File: config.mk
export PLATFORM = sky130hd
export DESIGN_NAME = five_row_ctrl
export DESIGN_NICKNAME = d
export VERILOG_FILES = /design/src/rtl/five_row_ctrl_pkg.sv /design/src/rtl/mod5_ptr.sv /design/src/rtl/five_row_ctrl.sv
export SDC_FILE = /design/constraint.sdc
export NUM_CORES = 1
export LEC_CHECK = 0
export ABC_AREA = 1
export BUFFER_PORTS_ARGS = -buffer_cell sky130_fd_sc_hd__buf_2
export CAP_MARGIN = 25
export CORE_MARGIN = 2
export CORE_UTILIZATION = 44
export DETAILED_ROUTE_END_ITERATION = 10
export PLACE_DENSITY = 0.68
export SETUP_SLACK_MARGIN = 0.4
export SYNTH_ARGS = -nofsm -noshare
export SYNTH_HDL_FRONTEND = slang
export SYNTH_SLANG_ARGS = --single-unit
export TNS_END_PERCENT = 100
File: constraint.sdc
create_clock -name clock -period 1.7 [get_ports clock]
set_input_delay 0.425 -clock clock [delete_from_list [all_inputs] [get_ports clock]]
set_output_delay 0.425 -clock clock [all_outputs]
set_load 0.01 [all_outputs]
File: src/rtl/five_row_ctrl_pkg.sv
// Shared definitions for the five-row window controller: FSM encoding and
// row-buffer / window geometry.
package five_row_ctrl_pkg;

  typedef enum logic [1:0] {
    IDLE   = 2'd0,
    FILL   = 2'd1,
    STREAM = 2'd2,
    DONE   = 2'd3
  } state_t;

  localparam int NUM_ROWS = 5;
  localparam int WIN_SIZE = 5;

endpackage

File: src/rtl/mod5_ptr.sv
// Modulo-5 row-buffer pointer: synchronous clear has priority over advance,
// and 4 advances back to 0.
module mod5_ptr (
  input  logic       clock,
  input  logic       reset,
  input  logic       clear,
  input  logic       advance,
  output logic [2:0] ptr
);

  always_ff @(posedge clock or negedge reset) begin
    if (!reset) begin
      ptr <= 3'd0;
    end else if (clear) begin
      ptr <= 3'd0;
    end else if (advance) begin
      ptr <= (ptr == 3'd4) ? 3'd0 : ptr + 3'd1;
    end
  end

endmodule

File: src/rtl/five_row_ctrl.sv
// Five-row line-buffer controller: tracks pixel position, rotates the row
// buffer write select and flags when a full 5x5 window is available.
module five_row_ctrl
  import five_row_ctrl_pkg::*;
#(
  parameter int WIDTH  = 420,
  parameter int HEIGHT = 315
) (
  input  logic                clock,
  input  logic                reset,
  input  logic                sof,
  input  logic                validin,
  output logic [NUM_ROWS-1:0] asel,
  output logic [2:0]          top_idx,
  output logic [10:0]         col,
  output logic [10:0]         row,
  output logic                window_valid,
  output logic                eof,
  output logic                err
);

  localparam logic [10:0] COL_LAST  = 11'(WIDTH - 1);
  localparam logic [10:0] ROW_LAST  = 11'(HEIGHT - 1);
  localparam logic [10:0] FILL_LAST = 11'(WIN_SIZE - 2);
  localparam logic [10:0] WIN_EDGE  = 11'(WIN_SIZE - 1);

  state_t     state, state_nxt;
  logic       active;
  logic       accept;
  logic       col_wrap;
  logic       last_px;
  logic [2:0] ptr;

  // sof always wins over a coincident pixel, so it is removed from accept.
  assign active   = (state == FILL) || (state == STREAM);
  assign accept   = validin && active && !sof;
  assign col_wrap = accept && (col == COL_LAST);
  assign last_px  = col_wrap && (row == ROW_LAST);

  always_ff @(posedge clock or negedge reset) begin
    if (!reset) begin
      state <= IDLE;
    end else begin
      state <= state_nxt;
    end
  end

  always_comb begin
    state_nxt = state;
    if (sof) begin
      state_nxt = FILL;
    end else begin
      case (state)
        FILL:    if (col_wrap && (row == FILL_LAST)) state_nxt = STREAM;
        STREAM:  if (last_px) state_nxt = DONE;
        default: state_nxt = state;
      endcase
    end
  end

  // Row saturates on the final wrap so it never exceeds HEIGHT-1.
  always_ff @(posedge clock or negedge reset) begin
    if (!reset) begin
      col <= 11'd0;
      row <= 11'd0;
    end else if (sof) begin
      col <= 11'd0;
      row <= 11'd0;
    end else if (accept) begin
      col <= col_wrap ? 11'd0 : col + 11'd1;
      if (col_wrap && (row != ROW_LAST)) begin
        row <= row + 11'd1;
      end
    end
  end

  always_ff @(posedge clock or negedge reset) begin
    if (!reset) begin
      eof <= 1'b0;
      err <= 1'b0;
    end else begin
      eof <= last_px;
      if ((sof && active) || (validin && !sof && !active)) begin
        err <= 1'b1;
      end
    end
  end

  mod5_ptr u_ptr (
    .clock   (clock),
    .reset   (reset),
    .clear   (sof),
    .advance (col_wrap),
    .ptr     (ptr)
  );

  assign asel         = active ? (NUM_ROWS'(1) << ptr) : '0;
  assign top_idx      = (ptr == 3'd4) ? 3'd0 : ptr + 3'd1;
  assign window_valid = validin && (state == STREAM) && (col >= WIN_EDGE);

endmodule

Word level (Yosys, flattened, before mapping)
Index checks and enable logic that the tools add are counted.
{"block": "word_totals", "regBits": 29, "input_bits": 4, "output_inout_bits": 33, "elab_cells": 55}
{"block": "classes", "add_sub_neg": 3, "n_lt_le_gt_ge": 1, "eq_ne": 9, "shift": 1, "mux": 14, "n_reduce_logical": 21}
{"op": "$mux 11", "n": 6}
{"op": "$add 11x1->11 const B", "n": 2}
{"op": "$eq 11x9->1 const B", "n": 2}
{"op": "$eq 11x2->1 const B", "n": 1}
{"op": "$ge 11x3->1 const B", "n": 1}
{"op": "$logic_and 1x1->1", "n": 11}
{"op": "$ne 11x9->1 const B", "n": 1}
{"op": "$mux 3", "n": 3}
{"op": "$mux 2", "n": 3}
{"op": "$reduce_bool 2->1", "n": 3}
{"op": "$mux 5", "n": 1}
{"op": "$shl 1x3->5 const A", "n": 1}
{"op": "$pmux 2 s2", "n": 1}
{"op": "$add 3x1->3 const B", "n": 1}
{"op": "$eq 3x3->1 const B", "n": 1}
{"op": "$ne 3x2->1 const B", "n": 1}
{"op": "$ne 3x3->1 const B", "n": 1}
{"op": "$reduce_and 3->1", "n": 1}
{"op": "$reduce_bool 3->1", "n": 1}
{"op": "$eq 2x1->1 const B", "n": 1}
{"op": "$eq 2x2->1 const B", "n": 1}
{"op": "$logic_not 1->1", "n": 2}
{"op": "$logic_or 1x1->1", "n": 2}
{"op": "$reduce_and 2->1", "n": 1}

Depth between registers and ports, before layout
Gate-level depths: netlist (run 1).
{"block": "depth", "word_depth": 9, "depth_mapped": 11}

Cells and area by module
A second synthesis (run 1) with hierarchy kept.
{"block": "unflattened", "cells_unflattened": 275, "area_unflattened_um2": 2045.7}
{"mod": "five_row_ctrl", "n_inst": 1, "cells_per_inst": 253, "area_per_inst_um2": 1870.5}
{"mod": "mod5_ptr", "n_inst": 1, "cells_per_inst": 22, "area_per_inst_um2": 175.2}

Worst setup path before layout (run 1)
OpenSTA, ideal clock, no wires.
{"block": "synth_path", "path_kind": "register -> register", "from": "register state[0]", "to": "register row[10]", "setup_ns": 0.118, "arrival_ns": 1.486, "required_ns": 1.582, "slack_ns": 0.095, "stages_incl_launch_ff": 12, "n_path_buf": 1, "path_cell_list": "dfrtp_1 -> inv_1 -> ha_1 -> buf_6 -> nor2_8 -> nand3_4 -> nor2_8 -> nand2_2 -> nand2_4 -> inv_4 -> nand2_1 -> nand2_1"}
{"block": "synth_via", "elab_chain_cells": 8}
{"element": "start: declaration", "line": "five_row_ctrl.sv:27", "rtl": "state_t state, state_nxt;"}
{"element": "start signal: assignment", "line": "five_row_ctrl.sv:44", "rtl": "state <= state_nxt;"}
{"element": "$eq 2x1->1 or $eq 2x2->1 (tied branches)", "line": "five_row_ctrl.sv:35", "rtl": "assign active = (state == FILL) || (state == STREAM);"}
{"element": "$logic_or 1x1->1 *", "line": "five_row_ctrl.sv:35"}
{"element": "$logic_and 1x1->1 * (2 in series)", "line": "five_row_ctrl.sv:36", "rtl": "assign accept = validin && active && !sof;"}
{"element": "$logic_and 1x1->1", "line": "five_row_ctrl.sv:37", "rtl": "assign col_wrap = accept && (col == COL_LAST);"}
{"element": "$logic_and 1x1->1", "line": "five_row_ctrl.sv:71", "rtl": "if (col_wrap && (row != ROW_LAST)) begin"}
{"element": "$reduce_bool 2->1 (no source line)"}
{"element": "$reduce_and 2->1 (no source line) *"}
{"element": "end signal: assignment", "line": "five_row_ctrl.sv:72", "rtl": "row <= row + 11'd1;"}
{"element": "end: declaration", "line": "five_row_ctrl.sv:16", "rtl": "output logic [10:0] row,"}
Mark *: on every way between the ends. The rest lies on a longest branch, timed or not.
A chain may end at the register's enable or synchronous reset.

Worst setup path in the final report (run 1)
{"block": "layout_path", "from": "register col[3]", "to": "output port window_valid"}
{"block": "layout_via", "elab_chain_cells": 2}
{"element": "start: declaration", "line": "five_row_ctrl.sv:15", "rtl": "output logic [10:0] col,"}
{"element": "start signal: assignment", "line": "five_row_ctrl.sv:70", "rtl": "col <= col_wrap ? 11'd0 : col + 11'd1;"}
{"element": "$ge 11x3->1", "line": "five_row_ctrl.sv:99", "rtl": "assign window_valid = validin && (state == STREAM) && (col >= WIN_EDGE);"}
{"element": "$logic_and 1x1->1", "line": "five_row_ctrl.sv:99"}
{"element": "end: declaration", "line": "five_row_ctrl.sv:17", "rtl": "output logic window_valid,"}
Every way passes these cells.

==> impl_results.md, run 1 <==
* Status: complete, but fails checks
* Failing checks: negative setup slack
* Initial antenna violation count at 0
* Final Hold Vio Count at 0
* Static Leakage at 1.66 nW
* ANT cells at 0
* P_int at between 1.5 and 2 mW
* Post-route DRC at 0
* Final worst-path setup slack at -151 ps
* Largest fanout on the critical path at 2
* Horiz. Die Dim at just over 70 um
* Placed wire-length estimate at between 3000 and 4000 um
* Final Power at around 2.6 mW
* Worst VDD drop at between 0.4 and 0.5 mV
* DRT iter0 DRCs at about 180
* Post-layout min period at around 1900 ps
* HP Class: input port to asynchronous set/reset pin
* Initial core utilization at between 40% and 50%
* Cell row count at 24
* Max clock buf depth at 2
* Total negative slack at -498 ps
* Clock root cell: clkbuf_8
* Core Area at about 4400 um^2
* Synth Register Bits at 29
* Ys Warns at 0
* Setup-failing EPs final at 10
* Pwr Density at between 700 and 800 nW/um^2
* Logic pwr share at 40.8%
* Critical-path cell list: nor2_2, nand2_2, nor3_2, a31oi_1, buf_2
* CTS Sinks at 29
* Die height at approximately 70 um
* Vias in the first global route at 2,064
* DRT Pass-1 Iters at 4
* CTS H-Tree Depth at 2
* DP Cell Count at between 300 and 400
* Endpoint class of the critical path: output port
* Die area at about 5200 um^2
* Post-route ant nets at 0
* Vias per cell at around 5.4
* Skew-Pair Late Insertion Delay at roughly 290 ps
* Total Wirelength at 6800 um
* Worst-margin pin slew at 531 ps
* Synth cell types at 30
* Seq/Total Area, Yosys at between 30% and 40%
* Placer congestion estimate at 0.852
* First-pass GRT wire length at roughly 9500 um
* Fin crit share at 109%
* Worst path slowest cell: dfrtp_1
* Crit path DAT at roughly 1400 ps
* Layout cells sized above 1 at a little under three fifths
* Final Instance Count excl. Fillers at 424
* Syn nets at 290
* Crit path largest cell delay at 420 ps
* TritonCTS clock tree: built
* R2R cell count at 11
* Most frequent cells in the layout: nand2_1 (63), buf_6 (38), buf_4 (30)
* Layout area overhead at 68.2%
* Clock share of power at between 20% and 30%
* CP Launch Type: flip-flop
* Largest net degree at the start of global routing at 17
* GRT overflow at 0
* Max-cap violations at 0
* Nets at approximately 390
* WL per Instance at 16.0 um
* GRT Util Overall at about a quarter
* Reg clk slew, reported paths at about 70 ps
* Worst relative slew slack at between 60 and 70%
* Flop pwr share at between 20% and 30%
* Slew Viols, Final at 0
* Post-Syn Area at slightly above 2000 um^2
* Most common cell after layout, fill and taps aside: nand2_1
* Sw frac at around a third
* Max Fclk at between 500 and 600 MHz
* Setup CP Type: flip-flop to output port
* RSZ-0062 raised after global routing: true
* Syn avg cell area at 7.36 um^2
* Vias after detailed routing at approximately 2.3k
* Port Buf Inserts at 36
* Core Util, Final at approximately 78%
* Cells after Synth at around 280
* Inserted Clock Buffers at 5
* Clk_skew at ~5.3 ps
* P_sw at a little under 900 uW
* Io pins at 37
* Worst EP required at 1270 ps
flip-flops by register name, summed over array words and instances, names as in the netlist:
name and count:
state 2, err 1, col 11, eof 1, row 11, u_ptr.ptr 3
per-stage QoR:
step,area [um^2],hold WS (ps),setup slack [ps]
final,3400,47.7,-151
after global placement,2370,361,52.7
after detailed placement,2370,369,36.5
after floorplan,2080,129,152
after CTS,2960,56.2,-88.8
after global routing,3400,62.1,-176
cell type report:
type                    count  area [um^2]
multi-input cells         205         1510
fillers                   278          981
repair buffers             90          793
flip-flops and latches     29          741
inverters                  40          175
clock buffers               7         86.3
well taps                  52         65.1
clock inverters             1         30.0
cell usage after synthesis, drive strengths merged:
library cell	number	area [um^2]
a21oi	4	20.0
a31oi	1	6.26
buf	3	27.5
dfrtp	29	726
ha	11	138
inv	40	153
nand2	88	358
nand3	21	128
nand3b	1	20.0
nand4	10	68.8
nor2	40	219
nor3	7	35.0
nor3b	2	25.0
o21ai	13	65.1
o21bai	1	7.51
o22ai	2	12.5
or2	1	6.26
xor2	1	8.76
final timing paths:
kind	startpoint	endpoint	slack (ps)
worst max-delay path	col[3]	window_valid	-150
worst min-delay path	reset	u_ptr.ptr[2]	50
worst max register to register	state[0]	row[6]	-10
worst min register to register	err	err	470
max in group asynchronous	reset	col[10]	1220
min in group clock	validin	err	410
critical path: cells and delay by family (launching register included):
family	cells	cell delay (ps)
buffers and inverters	1	160
AOI/OAI and AO/OA	1	130
and+or+nand+nor	3	430
DFF	1	420
layer usage:
layer  track usage, %  routed length (um)  vias to the layer above
met3             6.05                 433                       26
met1             29.4                2680                     1089
li1                 -                   -                     1071
met2             40.6                3450                      101
met4             6.92                 236                        0
met5                0                   0                        -
cell families (layout without fill, tap and decap cells):
family | after synthesis | in the layout | synth area share [%]
flip-flops | 29 | 29 | 35.9
XOR/XNOR | 1 | 1 | 0.433
AO/OA/AOI/OAI | 21 | 21 | 5.50
AND/OR/NAND/NOR | 170 | 172 | 42.5
buffers and inverters | 43 | 138 | 8.91
adder cells (fa/ha/maj) | 11 | 11 | 6.80
power by group through the flow:
stage | logic (mW) | clock network [mW] | registers [mW]
final | 1.06 | 0.762 | 0.772
after global routing | 1.14 | 0.793 | 0.775
after CTS | 0.840 | 0.768 | 0.765
after detailed placement | 0.563 | 0 | 0.778
after global placement | 0.554 | 0 | 0.772
after floorplan | 0.392 | 0 | 0.788
timing repair:
action / in CTS / in global routing
hold endpoints to repair: 0 / 0
hold buffers: 0 / 0
gates cloned: 2 / 0
setup endpoints to repair: 52 / 59
pin swaps: 22 / 25
gates resized for setup: 64 / 74
setup buffers: 26 / 20
Power figures use the tool's default switching activity.
==> run 2: changes to the inputs <==
--- a/config.mk
+++ b/config.mk
@@ -12,7 +12,9 @@
 export CORE_UTILIZATION = 44
 export DETAILED_ROUTE_END_ITERATION = 10
 export PLACE_DENSITY = 0.68
+export RECOVER_POWER = 50
 export SETUP_SLACK_MARGIN = 0.4
+export SLEW_MARGIN = 20
 export SYNTH_ARGS = -nofsm -noshare
 export SYNTH_HDL_FRONTEND = slang
 export SYNTH_SLANG_ARGS = --single-unit
==> run 2 against run 1 <==
Net effect:
- the run still ends with negative setup slack left
- setup slack lost 17 ps
- die area is the same
- count of clock-buffer cells in the layout is the same
- worst hold slack gained 160 ps
- non-clock buffer count is the same
- combinational power is essentially flat
- largest cell class unchanged
- highest routed layer unchanged
==> impl_results.md, run 2 (synthesis results as in run 1) <==
* Status: complete, but fails checks
* Failing checks: negative setup slack
* Initial core utilization at 46.1% (unchanged)
* Max clock buf depth at 2 (unchanged)
* Setup crit end: window_valid
* Largest fanout on the critical path at 2 (unchanged)
* Die height at 71.8 um (unchanged)
* Post-route ant nets at 0 (unchanged)
* Inserted Clock Buffers at 5 (unchanged)
* Layout area overhead at 66.8%
* Logic pwr share at 40.7% (about the same)
* Post-route DRC at 0 (unchanged)
* Worst EP required at 1270 ps (about the same)
* Hold slack at 208 ps (+160 ps)
* GRT overflow at 0 (unchanged)
* Setup-failing EPs final at 12 (+2)
* Clock share of power at 29.4% (about the same)
* Core Area at 4380 um^2 (unchanged)
* Placer congestion estimate at 0.852 (unchanged)
* ANT cells at 0 (unchanged)
* WL per Instance at 15.9 um (-0.54%)
* RSZ-0062 raised after global routing: true
* Port Buf Inserts at 36 (unchanged)
* Grt met1 use at 29.4% (unchanged)
* GRT Util Overall at 23.7% (unchanged)
* P_sw at 868 uW (-0.22%)
* Vias per cell at 5.36 (-0.70%)
* Fillers at 289 (+4.0%)
* Met2 Usage GRT at 40.6% (unchanged)
* Fin crit share at 110% (+1.0 points)
* Clk_skew at 4.96 ps (-0.305 ps)
* Slew Viols, Final at 0 (unchanged)
* CTS Sinks at 29 (unchanged)
* Endpoint class of the critical path: output port
* Die area at 5160 um^2 (unchanged)
* Placed wire-length estimate at 3580 um (unchanged)
* Total Wirelength at 6760 um (-0.54%)
* DRT iter0 DRCs at 163 (-11%)
* P_int at 1.71 mW (-0.26%)
* Crit path DAT at 1440 ps (about the same)
* Final worst-path setup slack at -168 ps (-17.2 ps)
* Worst relative slew slack at 44.3% (-20 points)
* CTS H-Tree Depth at 2 (unchanged)
* Crit path from: col[3]
* TritonCTS clock tree: built
* Busiest grt layer: met2
* Max-cap violations at 0 (unchanged)
* Most common cell after layout, fill and taps aside: nand2_1
* Vias in the first global route at 2,064 (unchanged)
* Skew-Pair Late Insertion Delay at 290 ps (about the same)
* Worst VDD drop at 0.458 mV (about the same)
* Layout cells sized above 1 at 55.1% (-2.2 points)
* Final Hold Vio Count at 0 (unchanged)
* Pwr Density at 765 nW/um^2 (+0.61%)
* CP Launch Type: flip-flop
* Sw frac at 33.6% (about the same)
* Reg-to-reg endpoint: row[6]
* Reg clk slew, reported paths at 70 ps (about the same)
* Flop pwr share at 29.9% (about the same)
* Final Power at 2.58 mW (-0.24%)
* DRT Pass-1 Iters at 4 (unchanged)
* Initial antenna violation count at 0 (unchanged)
* Worst-margin pin slew at 836 ps (+304 ps)
* R2R cell count at 10 (-1)
* R2r setup slk at -10 ps (about the same)
* HP Class: input port to asynchronous set/reset pin
* Largest net degree at the start of global routing at 17 (unchanged)
* Horiz. Die Dim at 71.8 um (unchanged)
* Static Leakage at 1.64 nW (-1.0%)
* Clock root cell: clkbuf_8
* Io pins at 37 (unchanged)
* Setup CP Type: flip-flop to output port
* Top Registers: col: 11 flops, row: 11 flops, u_ptr.ptr: 3 flops
* First-pass GRT wire length at 9470 um (unchanged)
* Cell row count at 24 (unchanged)
* Vias after detailed routing at 2,271 (-0.70%)
* GR Util met3 at 6.05% (unchanged)
* Most frequent cells in the layout: nand2_1 (63), buf_6 (36), buf_4 (30)
* Max Fclk at 535 MHz (-0.92%)
* Post-layout min period at 1870 ps (+17.2 ps)
* Launch point of the worst reg-to-reg path: col[1]
* Nets at 386 (unchanged)
## run 2: changes by cell type in the layout (fill, tap and decap cells not counted)
| cell | change |
|---|---|
| buf_12 | -1 |
| buf_2 | -4 |
| buf_6 | -2 |
| clkbuf_1 | +6 |
| dfrtp_1 | +1 |
| dfrtp_2 | -1 |
| dlymetal6s2s_1 | +1 |
## run 2: final cells by class
cell class	instances	area [um^2]	share of cell area (%)
repair buffers	90	766	22.7
flip-flops and latches	29	739	21.9
multi-input cells	205	1510	44.8
inverters	40	175	5.19
clock inverters	1	30.0	0.890
well taps	52	65.1	1.93
clock buffers	7	86.3	2.56
## run 2: how the worst min path moves through the flow
stage / slack, ps / depth (start not counted) / end / from
2_1_floorplan: 130 / 0 / col[0] / reset
3_3_place_gp: 360 / 1 / u_ptr.ptr[2] / reset
3_5_place_dp: 370 / 1 / u_ptr.ptr[2] / reset
6_report: 210 / 1 / u_ptr.ptr[2] / reset
4_1_cts: 60 / 1 / u_ptr.ptr[2] / reset
5_1_grt: 260 / 1 / u_ptr.ptr[2] / reset
## run 2: stage by stage
stage / TNS, ps / utilization, % / instance area [um^2] / instances / setup slack, ps
global placement: 0 / 54.1 / 2370 / 368 / 52.7
finish: -512 / 77.0 / 3370 / 424 / -168
global route: -2070 / 77.0 / 3370 / 424 / -183
floorplan: 0 / - / 2080 / 275 / 152
CTS: -389 / 67.5 / 2960 / 404 / -88.8
detailed placement: 0 / 54.1 / 2370 / 368 / 36.5
## run 2: timing repair
item | CTS | global route
setup buffers | 26 | 20
gates resized for setup | 64 | 74
hold buffers | 0 | 0
pin swaps | 22 | 25
cloned | 2 | 0
endpoints found under the hold margin | 0 | 0
setup endpoints to repair | 52 | 59
## run 2: power by group through the flow
stage | combinational (mW) | sequential [mW] | clock, mW
floorplan | 0.392 | 0.788 | 0
global placement | 0.554 | 0.772 | 0
detailed placement | 0.563 | 0.778 | 0
CTS | 0.840 | 0.765 | 0.768
global route | 1.14 | 0.775 | 0.793
finish | 1.05 | 0.771 | 0.759
## run 2: routing by layer
metal  wire length [um]  share of wire, %  vias to the layer above
li1                   -                 -                     1069
met1               2640                39                     1094
met2               3490                52                       86
met3                427               6.3                       22
met4                209               3.1                        0
met5                  0                 0                        -
## run 2: worst max-delay path, cell delays in order, from the launching register on
cell and delay (ps):
dfrtp_1 420, nor2_2 180, nand2_2 90, nor3_2 170
a31oi_1 130, buf_2 160
